$ cat src/rtl/acc_burst_arbiter.sv
// Two-requester round-robin burst sequencer for a registered add/subtract accumulator.
// Optional ACC_BURST_ARBITER_BEATCNT_EN adds a saturating per-burst beat count on res_beats.
module acc_burst_arbiter #(
    parameter int unsigned N = 16
) (
    input  logic         clk,
    input  logic         rst_n,
    input  logic         r0_valid,
    output logic         r0_ready,
    input  logic [N-1:0] r0_data,
    input  logic         r0_sub,
    input  logic         r0_last,
    input  logic         r1_valid,
    output logic         r1_ready,
    input  logic [N-1:0] r1_data,
    input  logic         r1_sub,
    input  logic         r1_last,
    output logic [N-1:0] acc_a,
    output logic [N-1:0] acc_b,
    output logic         acc_sel,
    output logic         acc_addsub,
    input  logic [N-1:0] acc_z,
    input  logic         acc_ovf,
    output logic         res_valid,
    output logic [N-1:0] res_data,
    output logic         res_ovf,
`ifdef ACC_BURST_ARBITER_BEATCNT_EN
    output logic [7:0]   res_beats,
`endif
    output logic         res_id
);

    typedef enum logic {S_IDLE, S_BURST} state_t;

    typedef struct packed {
        logic valid;
        logic first;
        logic last;
        logic id;
    } tag_t;

    state_t         state_q, state_d;
    logic           owner_q, owner_d;
    logic           ptr_q, ptr_d;
    logic           grant;
    logic           active;
    logic           accept;
    logic           first_beat;
    logic [N-1:0]   beat_data;
    logic           beat_sub;
    logic           beat_last;
    logic [N-1:0]   b_d;
    logic           sub_d;
    logic           sel_d;
    tag_t           tag0_d, tag0_q, tag1_q, tag2_q;
    logic           ovf_acc_q;

    assign acc_a = '0;

    // State register
    always_ff @(posedge clk or negedge rst_n) begin
        if (!rst_n) begin
            state_q <= S_IDLE;
            owner_q <= 1'b0;
            ptr_q   <= 1'b0;
        end else begin
            state_q <= state_d;
            owner_q <= owner_d;
            ptr_q   <= ptr_d;
        end
    end

    // Grant, handshake and issue decode; the first beat is taken in the grant cycle
    always_comb begin
        state_d    = state_q;
        owner_d    = owner_q;
        ptr_d      = ptr_q;
        grant      = owner_q;
        active     = 1'b0;
        b_d        = '0;
        sub_d      = 1'b0;
        sel_d      = 1'b1;
        tag0_d     = '0;
        first_beat = (state_q == S_IDLE);

        case (state_q)
            S_IDLE: begin
                active = r0_valid | r1_valid;
                grant  = (r0_valid && r1_valid) ? ptr_q : r1_valid;
            end
            S_BURST: begin
                active = 1'b1;
                grant  = owner_q;
            end
            default: state_d = S_IDLE;
        endcase

        r0_ready  = active & ~grant;
        r1_ready  = active & grant;
        accept    = grant ? (r1_valid & r1_ready) : (r0_valid & r0_ready);
        beat_data = grant ? r1_data : r0_data;
        beat_sub  = grant ? r1_sub  : r0_sub;
        beat_last = grant ? r1_last : r0_last;

        if (accept) begin
            b_d    = beat_data;
            sub_d  = beat_sub;
            sel_d  = ~first_beat;
            tag0_d = '{valid: 1'b1, first: first_beat, last: beat_last, id: grant};
            if (beat_last) begin
                state_d = S_IDLE;
                ptr_d   = ~grant;
            end else begin
                state_d = S_BURST;
                owner_d = grant;
            end
        end else if (state_q == S_BURST) begin
            // Bubble inside a burst: hold Z and keep the burst's tag alive
            tag0_d = '{valid: 1'b1, first: 1'b0, last: 1'b0, id: owner_q};
        end
    end

    // Issue registers, tag pipeline aligned to the datapath, sticky overflow
    always_ff @(posedge clk or negedge rst_n) begin
        if (!rst_n) begin
            acc_b      <= '0;
            acc_addsub <= 1'b0;
            acc_sel    <= 1'b0;
            tag0_q     <= '0;
            tag1_q     <= '0;
            tag2_q     <= '0;
            ovf_acc_q  <= 1'b0;
        end else begin
            acc_b      <= b_d;
            acc_addsub <= sub_d;
            acc_sel    <= sel_d;
            tag0_q     <= tag0_d;
            tag1_q     <= tag0_q;
            tag2_q     <= tag1_q;
            if (tag2_q.valid) begin
                ovf_acc_q <= tag2_q.first ? acc_ovf : (ovf_acc_q | acc_ovf);
            end
        end
    end

    assign res_valid = tag2_q.valid & tag2_q.last;
    assign res_data  = res_valid ? acc_z : '0;
    assign res_ovf   = res_valid & ((~tag2_q.first & ovf_acc_q) | acc_ovf);
    assign res_id    = res_valid & tag2_q.id;

`ifdef ACC_BURST_ARBITER_BEATCNT_EN
    logic [7:0] beat_cnt_q;
    logic [7:0] cnt_next;
    logic [7:0] beats0_q, beats1_q;

    always_comb begin
        cnt_next = 8'd1;
        if (!first_beat) begin
            cnt_next = (beat_cnt_q == 8'hFF) ? 8'hFF : 8'(beat_cnt_q + 8'd1);
        end
    end

    // Count snapshot rides alongside the tag pipeline so it lines up with res_valid
    always_ff @(posedge clk or negedge rst_n) begin
        if (!rst_n) begin
            beat_cnt_q <= '0;
            beats0_q   <= '0;
            beats1_q   <= '0;
            res_beats  <= '0;
        end else begin
            if (accept) begin
                beat_cnt_q <= cnt_next;
            end
            beats0_q  <= (accept && beat_last) ? cnt_next : 8'd0;
            beats1_q  <= beats0_q;
            res_beats <= beats1_q;
        end
    end
`endif

endmodule

$ cat config.mk
export PLATFORM = sky130hd
export DESIGN_NAME = acc_burst_arbiter
export DESIGN_NICKNAME = d
export VERILOG_FILES = /design/src/rtl/acc_burst_arbiter.sv
export SDC_FILE = /design/constraint.sdc
export NUM_CORES = 1
export LEC_CHECK = 0
export BUFFER_PORTS_ARGS = -buffer_cell sky130_fd_sc_hd__buf_4
export CAP_MARGIN = 5
export CORE_ASPECT_RATIO = 1.5
export CORE_MARGIN = 4
export CORE_UTILIZATION = 37
export DETAILED_ROUTE_END_ITERATION = 8
export HOLD_SLACK_MARGIN = 0.05
export PLACE_DENSITY = 0.83
export SLEW_MARGIN = 20
export SYNTH_ARGS = -nofsm -noshare
export SYNTH_HDL_FRONTEND = slang
export SYNTH_SLANG_ARGS = --single-unit
$ cat constraint.sdc
create_clock -name clk -period 1.8 [get_ports clk]
set_clock_uncertainty 0.1 [all_clocks]
set_input_delay 0.54 -clock clk [delete_from_list [all_inputs] [get_ports clk]]
set_output_delay 0.54 -clock clk [all_outputs]
set_load 0.005 [all_outputs]
---- After elaboration in Yosys (flattened, before gate mapping) ----
Index checks and enable logic that the tools add are counted.
word-level totals
  bits in registers ....................... 34
  output and inout port bits .............. 55
cells by class
  multiplexer cells ....................... 15
  bitwise logic cells ..................... 15
  reductions and logical operators ........ 3
operators with widths
  operator                               number
  16-bit 2-to-1 mux                      3
  1-bit bitwise AND                      8
  1-bit 2-to-1 mux                       8
  4-bit 2-to-1 mux                       2
  1-bit inverter                         4
  1-bit one-hot mux with 2 select lines  2
  2-bit AND reduction                    2
  1-bit bitwise OR                       3
  1-bit logical AND                      1

---- Depth between registers and ports, before layout ----
  depth after elaboration ................. 8
  depth in mapped cells ................... 6
  depth with buffers taken out ............ 4

---- Least setup slack after synthesis ----
No wires, ideal clock.
  path kind ............................... input to output
  start ................................... in r0_valid
  end ..................................... out r0_ready
  stages .................................. 4
  setup slack ............................. -69 ps
  data required time ...................... 1160 ps
  arrival time ............................ 1229 ps
  buffers on the path ..................... 1
  path through ............................ and2b_4 > o31ai_4 > buf_8 > nor2b_1
on the way
  longest elaborated chain between the ends .. 5
ends and longest elaborated chain
  element                                line  source
  start, declared                        8     input logic r0_valid,
  1-bit logical AND                      89    grant = (r0_valid && r1_valid) ? ptr_q : r1_valid;
  1-bit 2-to-1 mux                       89
  1-bit one-hot mux with 2 select lines  86    case (state_q)
  1-bit inverter                         98    r0_ready = active & ~grant;
  1-bit bitwise AND (*)                  98
  end, declared                          9     output logic r0_ready,
Mark *: on every way between the ends. The rest lies on a longest branch, timed or not.

---- Worst setup path after layout ----
  start ................................... reg ptr_q
  end ..................................... out r0_ready
on the way
  longest elaborated chain between the ends .. 4
ends and longest elaborated chain
  element                                line  source
  start, declared                        44    logic ptr_q, ptr_d;
  start signal, assigned                 69    ptr_q <= ptr_d;
  1-bit 2-to-1 mux                       89
  1-bit one-hot mux with 2 select lines  86
  1-bit inverter                         98
  1-bit bitwise AND                      98
No other way between the ends.

==> results.cfg <==
[placed_design]
hpwl_um = 2930
placedCellCount = 280
port_buffers = 95
place_ws_ps = -85.0
place_area_mm2 = 0.00232
gp_congestion = 0.731

[clock_network]
cts_sinks = 34
clockBufferDepth = 2
cts_made_buffers = 5
tritoncts = built
clkLatencyLatePin_ps = 270
cts_htree_levels = 2
clockRootBuffer = clkbuf_8
clk_pin_slew_ps = 60

[finish]
diodes = 0
final_cell_area_mm2 = 0.00255
nets = 306
final_util_pct = 60.1
fill_cells = 370
final_layout_size_suffix_gt1_share_pct = 60.4
area_delta_synth_final_pct = 57.4
post_layout_nonfiller_instances = 296

[synth]
synth_edf_count = 0
synth_common_cells = 34 x dfrtp_1, 19 x mux2i_1, 17 x and3_1, 17 x nor2_2, 16 x buf_4
synthSimpleGateAreaFrac_pct = 17.0
synth_top_cell_by_area = dfrtp_1
synthTopCellsByArea = dfrtp_1 53%, mux2i_1 12%, buf_4 7.4%, and3_1 6.6%, nor2_2 6.6%
synth-warning-count = 0
ys_ff_latch = 34
synth_mux_area_share_pct = 11.7
synth_xor_area_share_pct = 0
synth_compound_area_share_pct = 6.25
syn_area_mm2 = 0.00162
avgSynthCellArea_um2 = 11.6
synth-seq-area-share_pct = 52.5
yosysUniqueCellTypes = 26
synth_adder_area_share_pct = 0
synth_top_family_by_area = simple AND/OR/NAND/NOR gates
async_reset_ff_share_pct = 100
synth_cells = 140
yosysMostFrequentCell = dfrtp_1
synth_top_area_share_pct = 52.5
ys.flop_type = dfrtp_1

[setup_path]
crit_path_max_fanout = 3
crit_arrival_ps = 1250
start_kind = flop
reg2reg_depth = 6
critPathKind = flop to output port
endpoint_kind = output port
critPathRequiredTime_ps = 1160

[global_routing]
grt_pass1_wl_um = 5280
grt_max_degree = 35
track_usage_pct = 12.8
grt-ovfl-total = 0
antenna_found_initial = 0
grt_pass1_vias = 1240

[pwr]
ir_worst_vdd_mv = 1.01
leakagePower_uw = 0.00139
p_per_area_mw_per_mm2 = 1050

[die]
start_util_pct = 38.2
core_area_mm2 = 0.00425
ios = 112
std_cell_rows = 29
die_area_mm2 = 0.00552
die_y_um = 89.1
dieWidth_um = 62.0

[drt]
dr.first_iter.drc_count = 16
routedWlPerCell_um = 12.9
wirelength_um = 3820
dr.pass1.iters = 4
viasPerCell = 4.68
final_antenna_net_count = 0
drcViolationCount = 0
routed-via-count = 1386

[timing]
period_share_pct = 105
rsz0062_at_grt = true
report.final.hold_viol_count = 0
slew_violations = 0
setup_viol = 11
fin_ws_ps = -91.9
fmax_mhz = 529
period_minus_slack_ps = 1890
setup_tns_ps = -547

[flow_run]
max_cap_viol_count = 0

[hold_path]
min_path_type = primary input to async pin

[status]
status = finished, violations left
violations = negative setup slack
==> per-layer routing <==
layer | vias up | track usage (%) | share of wire (%)
met2 | 70 | 24.6 | 58
met1 | 660 | 12.3 | 30
met4 | 0 | 4.63 | 0.58
met3 | 4 | 3.61 | 11
li1 | 652 | - | -
met5 | - | 0 | 0
==> through the flow <==
stage	hold slack, ps	power (uW)
floorplan	144	1600
global placement	233	2000
detailed placement	235	2020
CTS	104	2630
global route	122	2860
finish	101	2680
==> worst max-delay path, stage by stage, from the launching register on <==
cell     delay (ps)
dfrtp_1         390
and2b_4         280
o31ai_4          60
nor2b_1         130
buf_4           120
==> report_power, final <==
part | internal, uW | total (uW) | leakage, uW | switching, uW
combinational | 642 | 1100 | 0.000940 | 459
sequential | 946 | 1030 | 0.000406 | 83.2
clock | 308 | 547 | 0.0000482 | 239
==> final cells by class <==
type | count | area [um2] | share of cell area, %
clock buffer | 7 | 86.3 | 3.39
inverter | 4 | 15.0 | 0.589
timing repair buffer | 110 | 858 | 33.7
multi-input combinational | 94 | 673 | 26.4
sequential | 34 | 855 | 33.5
clock inverter | 1 | 5.00 | 0.196
tap | 46 | 57.6 | 2.26
==> cells in the final DEF, fill, tap and decap left out, types with 4 or more instances in the layout <==
| cell | n |
|---|---|
| and3_1 | 11 |
| and3_4 | 6 |
| buf_4 | 98 |
| buf_6 | 10 |
| clkbuf_8 | 6 |
| conb_1 | 16 |
| dfrtp_1 | 31 |
| mux2i_1 | 19 |
| nor2_2 | 17 |
| o21ai_0 | 4 |
==> final timing paths <==
check	start	to	slack, ps
worst max-delay path	ptr_q$_DFFE_PN0P_	r0_ready	-90
worst min-delay path	rst_n	acc_b[2]$_DFF_PN0_	100
min in group clk	tag1_q[1]$_DFF_PN0_	tag2_q[1]$_DFF_PN0_	250
max in group asynchronous	rst_n	tag2_q[3]$_DFF_PN0_	1180
worst min register to register	tag1_q[1]$_DFF_PN0_	tag2_q[1]$_DFF_PN0_	250
worst max register to register	ptr_q$_DFFE_PN0P_	state_q$_DFFE_PN0P_	130
==> cells by family (layout without fill, tap and decap cells) <==
logic type	count (synthesis)	count (layout)
muxes	19	19
other	1	16
DFF	34	34
AOI/OAI and AO/OA	13	13
buffers and inverters	27	122
and+or+nand+nor	46	46
==> registers in the layout (all words and copies together), names as in the netlist <==
| signal | flops |
|---|---|
| acc_b | 16 |
| tag0_q | 4 |
| tag1_q | 4 |
| tag2_q | 4 |
| acc_addsub | 1 |
| acc_sel | 1 |
| ovf_acc_q | 1 |
| owner_q | 1 |
| ptr_q | 1 |
| state_q | 1 |
==> timing repair <==
action	4_1_cts	5_1_grt
setup buffers	2	6
resized for setup	7	18
hold buffers	0	0
pin swaps	0	3
setup endpoints to repair	21	10
Note: power is estimated with default switching activity, not from simulation.
